--- src/rtl/window_stats.sv ---
// Order-statistics producer: ranks one serial 5x5 window, emits 3x3/5x5 min/med/max + centre.
// Latency: out_valid rises 26 cycles after the last input beat (25 rank cycles + 1).
// Backpressure: in_ready only in LOAD; results held in DONE until out_ready, no overlap.
//
// Ports:
//   clk, rst_n                  clock (rising edge), asynchronous active-low reset
//   in_valid/in_ready/in_data   sample stream, raster order p=0..24
//   out_valid/out_ready         one result set per window
//   min3/med3/max3              inner 3x3 statistics (rows/cols 1..3)
//   min5/med5/max5              full 5x5 statistics
//   wCenter                     sample p=12
module window_stats #(
  parameter int DATA_WIDTH = 8
) (
  input  logic                  clk,
  input  logic                  rst_n,
  input  logic                  in_valid,
  output logic                  in_ready,
  input  logic [DATA_WIDTH-1:0] in_data,
  output logic                  out_valid,
  input  logic                  out_ready,
  output logic [DATA_WIDTH-1:0] min3,
  output logic [DATA_WIDTH-1:0] med3,
  output logic [DATA_WIDTH-1:0] max3,
  output logic [DATA_WIDTH-1:0] min5,
  output logic [DATA_WIDTH-1:0] med5,
  output logic [DATA_WIDTH-1:0] max5,
  output logic [DATA_WIDTH-1:0] wCenter
);

  // Bit p set when raster position p lies in the inner 3x3 (p = 6..8, 11..13, 16..18).
  localparam logic [24:0] INNER = 25'h0739C0;
  localparam logic [4:0]  LAST  = 5'd24;
  localparam logic [4:0]  FIRST_INNER = 5'd6;

  typedef enum logic [1:0] {LOAD, RANK, DONE} state_t;

  state_t                state, state_nxt;
  logic [4:0]            cnt;
  logic [DATA_WIDTH-1:0] store [25];

  logic [DATA_WIDTH-1:0] run_min5, run_max5, run_min3, run_max3;
  logic [DATA_WIDTH-1:0] run_med5, run_med3;

  logic                  beat;
  logic                  inner_p;
  logic [DATA_WIDTH-1:0] cand;
  logic [4:0]            less5, eq5, less3, eq3;
  logic                  hit5, hit3;
  logic [DATA_WIDTH-1:0] med5_nxt, med3_nxt;

  // ---------------- FSM ----------------
  always_ff @(posedge clk or negedge rst_n) begin
    if (!rst_n) state <= LOAD;
    else        state <= state_nxt;
  end

  always_comb begin
    state_nxt = state;
    in_ready  = 1'b0;
    out_valid = 1'b0;
    case (state)
      LOAD: begin
        in_ready = 1'b1;
        if (in_valid && cnt == LAST) state_nxt = RANK;
      end
      RANK: begin
        if (cnt == LAST) state_nxt = DONE;
      end
      DONE: begin
        out_valid = 1'b1;
        if (out_ready) state_nxt = LOAD;
      end
      default: state_nxt = LOAD;
    endcase
  end

  assign beat    = in_valid && in_ready;
  assign inner_p = INNER[cnt];

  // ---------------- Ranking of candidate store[cnt] ----------------
  assign cand = store[cnt];

  always_comb begin
    less5 = '0;
    eq5   = '0;
    less3 = '0;
    eq3   = '0;
    for (int k = 0; k < 25; k++) begin
      if (store[k] < cand) begin
        less5 = less5 + 5'd1;
        if (INNER[k]) less3 = less3 + 5'd1;
      end else if (store[k] == cand) begin
        eq5 = eq5 + 5'd1;
        if (INNER[k]) eq3 = eq3 + 5'd1;
      end
    end
  end

  // Candidate is a median when it covers rank 12 (of 25) / rank 4 (of 9).
  assign hit5 = (less5 <= 5'd12) && (({1'b0, less5} + {1'b0, eq5}) > 6'd12);
  assign hit3 = inner_p && (less3 <= 5'd4) && (({1'b0, less3} + {1'b0, eq3}) > 6'd4);

  // The final candidate's result must reach the output copy in the same cycle.
  assign med5_nxt = hit5 ? cand : run_med5;
  assign med3_nxt = hit3 ? cand : run_med3;

  // ---------------- Sample store (contents don't-care after reset) ----------------
  always_ff @(posedge clk) begin
    if (state == LOAD && beat) store[cnt] <= in_data;
  end

  // ---------------- Counter, running stats, output registers ----------------
  always_ff @(posedge clk or negedge rst_n) begin
    if (!rst_n) begin
      cnt      <= '0;
      run_min5 <= '0;
      run_max5 <= '0;
      run_min3 <= '0;
      run_max3 <= '0;
      run_med5 <= '0;
      run_med3 <= '0;
      min3     <= '0;
      med3     <= '0;
      max3     <= '0;
      min5     <= '0;
      med5     <= '0;
      max5     <= '0;
      wCenter  <= '0;
    end else begin
      case (state)
        LOAD: begin
          if (beat) begin
            cnt <= (cnt == LAST) ? 5'd0 : cnt + 5'd1;
            if (cnt == 5'd0) begin
              run_min5 <= in_data;
              run_max5 <= in_data;
            end else begin
              if (in_data < run_min5) run_min5 <= in_data;
              if (in_data > run_max5) run_max5 <= in_data;
            end
            if (cnt == FIRST_INNER) begin
              run_min3 <= in_data;
              run_max3 <= in_data;
            end else if (inner_p) begin
              if (in_data < run_min3) run_min3 <= in_data;
              if (in_data > run_max3) run_max3 <= in_data;
            end
          end
        end
        RANK: begin
          cnt      <= (cnt == LAST) ? 5'd0 : cnt + 5'd1;
          run_med5 <= med5_nxt;
          run_med3 <= med3_nxt;
          if (cnt == LAST) begin
            min5    <= run_min5;
            med5    <= med5_nxt;
            max5    <= run_max5;
            min3    <= run_min3;
            med3    <= med3_nxt;
            max3    <= run_max3;
            wCenter <= store[12];
          end
        end
        default: ;
      endcase
    end
  end

endmodule

--- config.mk ---
export PLATFORM = sky130hd
export DESIGN_NAME = window_stats
export DESIGN_NICKNAME = d
export VERILOG_FILES = /design/src/rtl/window_stats.sv
export SDC_FILE = /design/constraint.sdc
export NUM_CORES = 1
export LEC_CHECK = 0
export CORE_UTILIZATION = 50
export CTS_CLUSTER_SIZE = 12
export DETAILED_ROUTE_END_ITERATION = 10
export MAX_ROUTING_LAYER = met4
export PLACE_DENSITY = 0.66
export SLEW_MARGIN = 20
export SYNTH_ARGS = -nofsm -noshare
export SYNTH_HDL_FRONTEND = slang
export SYNTH_SLANG_ARGS = --single-unit
--- constraint.sdc ---
create_clock -name clk -period 19.1 [get_ports clk]
set_input_delay 5.73 -clock clk [delete_from_list [all_inputs] [get_ports clk]]
set_output_delay 5.73 -clock clk [all_outputs]
set_load 0.01 [all_outputs]
==> metrics.json <==
{
  "critical-path-top-cell-by-count": {"value": "sky130_fd_sc_hd__ha_1"},
  "largest_net_degree_at_the_start_of_global_routing": {"value": 95},
  "setup_ws": {"value": 0.878, "unit": "ns"},
  "post_syn_nets": {"value": 2771},
  "detailed_place_hpwl": {"value": 57.0, "unit": "mm"},
  "grt_first_pass_wirelength": {"value": 119, "unit": "mm"},
  "drc_errors": {"value": 0},
  "timing_worst_setup_path_type": {"value": "reg -> reg"},
  "grt_pass1_vias": {"value": 20200},
  "filler_cell_count": {"value": 4389},
  "worstReg2RegStart": {"value": "cnt[0]"},
  "timing_hold_violations_final": {"value": 0},
  "worst-r2r-cell-count": {"value": 100},
  "synth.yosys.seq_area_share": {"value": 0.390},
  "fraction_of_layout_instances_using_a_drive_strength_above_1": {"value": 0.156},
  "regToRegSetupSlack": {"value": 0.88, "unit": "ns"},
  "timing.max_slew.rel_slack": {"value": 0.202},
  "die_height": {"value": 234, "unit": "um"},
  "synth_flop_cell": {"value": "sky130_fd_sc_hd__edfxtp_1"},
  "synth_edf_count": {"value": 256},
  "timing_worst_slew_pin_value": {"value": 1.19, "unit": "ns"},
  "post_synth.cell_area_avg": {"value": 11.0, "unit": "um2"},
  "cts-buffers-inserted": {"value": 37},
  "die_width": {"value": 234, "unit": "um"},
  "wirelength": {"value": 78.0, "unit": "mm"},
  "fin_skew": {"value": 0.0150, "unit": "ns"},
  "cts.root.buffer_cell": {"value": "sky130_fd_sc_hd__clkbuf_16"},
  "worst_r2r_dst": {"value": "run_med5[3]"},
  "synth-warning-count": {"value": 0},
  "finalWorstPathRequiredPeriod": {"value": 18.22, "unit": "ns"},
  "ctsHtreeMaxLevel": {"value": 2},
  "timing_max_transition_violations_final": {"value": 0},
  "final_cell_utilization_of_the_core": {"value": 0.582},
  "worstSetupEndpointType": {"value": "flip-flop"},
  "class_of_the_most_critical_hold_timing_path": {"value": "reg -> reg"},
  "ant_nets": {"value": 0},
  "grt_overflow": {"value": 0},
  "async_reset_ff_frac": {"value": 0.302},
  "crit_fanout": {"value": 7},
  "wl_per_cell": {"value": 23.5, "unit": "um"},
  "synthesis.instances": {"value": 2448},
  "clock_slew_at_the_register_clock_pins_of_the_worst_setup_and_hold_paths": {"value": 0.06, "unit": "ns"},
  "tritoncts_num_sinks": {"value": 367},
  "layout.cells.most_common_list": {"value": "297 x sky130_fd_sc_hd__ha_1, 256 x sky130_fd_sc_hd__edfxtp_1, 252 x sky130_fd_sc_hd__nand2_1"},
  "viasPerCell": {"value": 6.18},
  "startpoint_type": {"value": "flip-flop"},
  "crit_end": {"value": "run_med5[3]"},
  "reported_max_cap_violation_count": {"value": 0},
  "final_common_cell": {"value": "sky130_fd_sc_hd__ha_1"},
  "vias": {"value": 20600},
  "synth_seq_cells": {"value": 367},
  "cts_hold_buffers": {"value": 0},
  "total_area_of_multi_input_combinational_cells": {"value": 0.0160, "unit": "mm2"},
  "run_status": {"value": "finished, final reports clean"},
  "start_util": {"value": 0.508},
  "dpl_worst_slack": {"value": -0.191, "unit": "ns"},
  "timing.final.setup_violations": {"value": 0},
  "placement.io_buffers": {"value": 69},
  "grt_antenna_before_repair": {"value": 1},
  "layout.cells.non_filler": {"value": 3324},
  "critical_path.slowest_cell": {"value": "sky130_fd_sc_hd__mux4_2"},
  "setup.worst_path.start": {"value": "cnt[0]"},
  "drt-initial-drc-count": {"value": 1931},
  "die_area": {"value": 0.0546, "unit": "mm2"},
  "count_of_tritonroute_iterations_in_the_first_routing_pass": {"value": 5},
  "holdWs": {"value": 0.479, "unit": "ns"},
  "worst-endpoint-required": {"value": 19.51, "unit": "ns"},
  "antennaDiodeCount": {"value": 0},
  "ctsLongestPathBuffers": {"value": 3},
  "seq_area": {"value": 0.0105, "unit": "mm2"},
  "tritoncts": {"value": "done"},
  "netlist_area": {"value": 0.0268, "unit": "mm2"},
  "worstSkewPairLatency": {"value": 0.54, "unit": "ns"},
  "fin_nets": {"value": 2936},
  "gpl.final_weighted_congestion": {"value": 0.981},
  "area_growth": {"value": 14.5, "unit": "%"},
  "critical-path-max-stage-delay": {"value": 0.54, "unit": "ns"},
  "highest_clock_rate": {"value": 0.0549, "unit": "GHz"},
  "worstPathArrival": {"value": 18.64, "unit": "ns"},
  "fp.coreArea": {"value": 0.0528, "unit": "mm2"},
  "io-pin-count": {"value": 70},
  "netlist-cell-type-count": {"value": 90},
  "rows": {"value": 84},
  "cell_count_after_placement": {"value": 3226},
  "grt_usage": {"value": 0.296},
  "timing.final.crit_share": {"value": 0.954}
}
how the worst min path moves through the flow:
stage,from,end,slack (ns),cells past startpoint
2_1_floorplan,run_med3[1],run_med3[1],0.44,2
3_3_place_gp,run_med3[7],run_med3[7],0.46,2
3_5_place_dp,run_med3[3],run_med3[3],0.47,2
4_1_cts,wCenter[3],wCenter[3],0.48,2
5_1_grt,wCenter[3],wCenter[3],0.49,2
6_report,run_med3[3],run_med3[3],0.48,2
worst max-delay path, delay by kind of cell (launching register included):
kind	cells	cell delay, ns
buffers and inverters	14	1.50
AO/OA/AOI/OAI	23	3.07
XOR/XNOR	2	0.40
flip-flops	1	0.51
adder cells (fa/ha/maj)	25	6.46
multiplexers	9	2.95
AND/OR/NAND/NOR	27	3.20
area by class of cell:
class | count | share of cell area
clock buffers | 59 | 0.0346
clock inverters | 3 | 0.00155
multi-input cells | 1896 | 0.521
well taps | 688 | 0.0280
inverters | 126 | 0.0162
flip-flops and latches | 367 | 0.341
repair buffers | 185 | 0.0575
synthesized netlist by cell type (all sizes together), types with 8 or more instances:
master    n  area share
nor3     35      0.0076
edfxtp  256        0.29
clkbuf   50      0.0070
xor2     59       0.020
xnor2   140       0.048
o21bai    9      0.0025
a21oi   145       0.028
and2     18      0.0042
inv     124       0.017
o31ai    20      0.0056
mux4     80       0.067
a211oi   16      0.0045
o21ai   140       0.026
nand2   255       0.036
dfrtp   111        0.10
a311oi   11      0.0036
a31oi    13      0.0030
xnor3    25       0.021
ha      309        0.14
a21o     37       0.010
or3       9      0.0021
nor3b     8      0.0022
o211ai   21      0.0064
mux2i    25      0.0093
nand4    59       0.014
and3     11      0.0026
or2       9      0.0021
nor2    138       0.019
buf       9      0.0013
mux2     68       0.029
nand3    36      0.0067
o21a     29      0.0084
nand2b   25      0.0058
nor2b    37      0.0086
per-stage QoR:
| step | instance area (um2) | setup TNS [ns] |
|---|---|---|
| CTS | 30100 | 0 |
| finish | 30700 | 0 |
| floorplan | 26900 | 0 |
| global placement | 28900 | 0 |
| detailed placement | 28900 | -1.46 |
| global route | 30700 | -1.62 |
kinds of logic after synthesis:
kind of cell               after synthesis  synth area share
adders and majority gates              312             0.146
and+or+nand+nor                        674             0.121
AOI/OAI and AO/OA                      513             0.122
muxes                                  173             0.105
DFF                                    367             0.390
buffers and inverters                  185            0.0260
xor gates and xnor gates               224            0.0901
layer usage:
layer	up-vias	track usage	wire length, um
li1	9503	-	-
met5	-	-	0
met4	0	0.0968	2810
met3	163	0.0359	5730
met2	847	0.475	36700
met1	10000	0.390	32700
registers in the layout (all words and copies together), names as in the netlist:
signal	flops
min3	8
cnt	5
run_med3	8
wCenter	8
max5	8
run_med5	8
med5	8
run_min3	8
min5	8
state	2
med3	8
max3	8
run_min5	8
store	256
run_max3	8
run_max5	8
what timing repair did:
action | in CTS | in global routing
endpoints found under the setup margin | 8 | 16
cloned | 1 | 3
pin swaps | 2 | 22
setup buffers | 3 | 29
gates resized for setup | 4 | 54
Power is left out: the tool's default activity adds up to more than one toggle a clock period on the data nets, which glitch-free logic cannot reach.
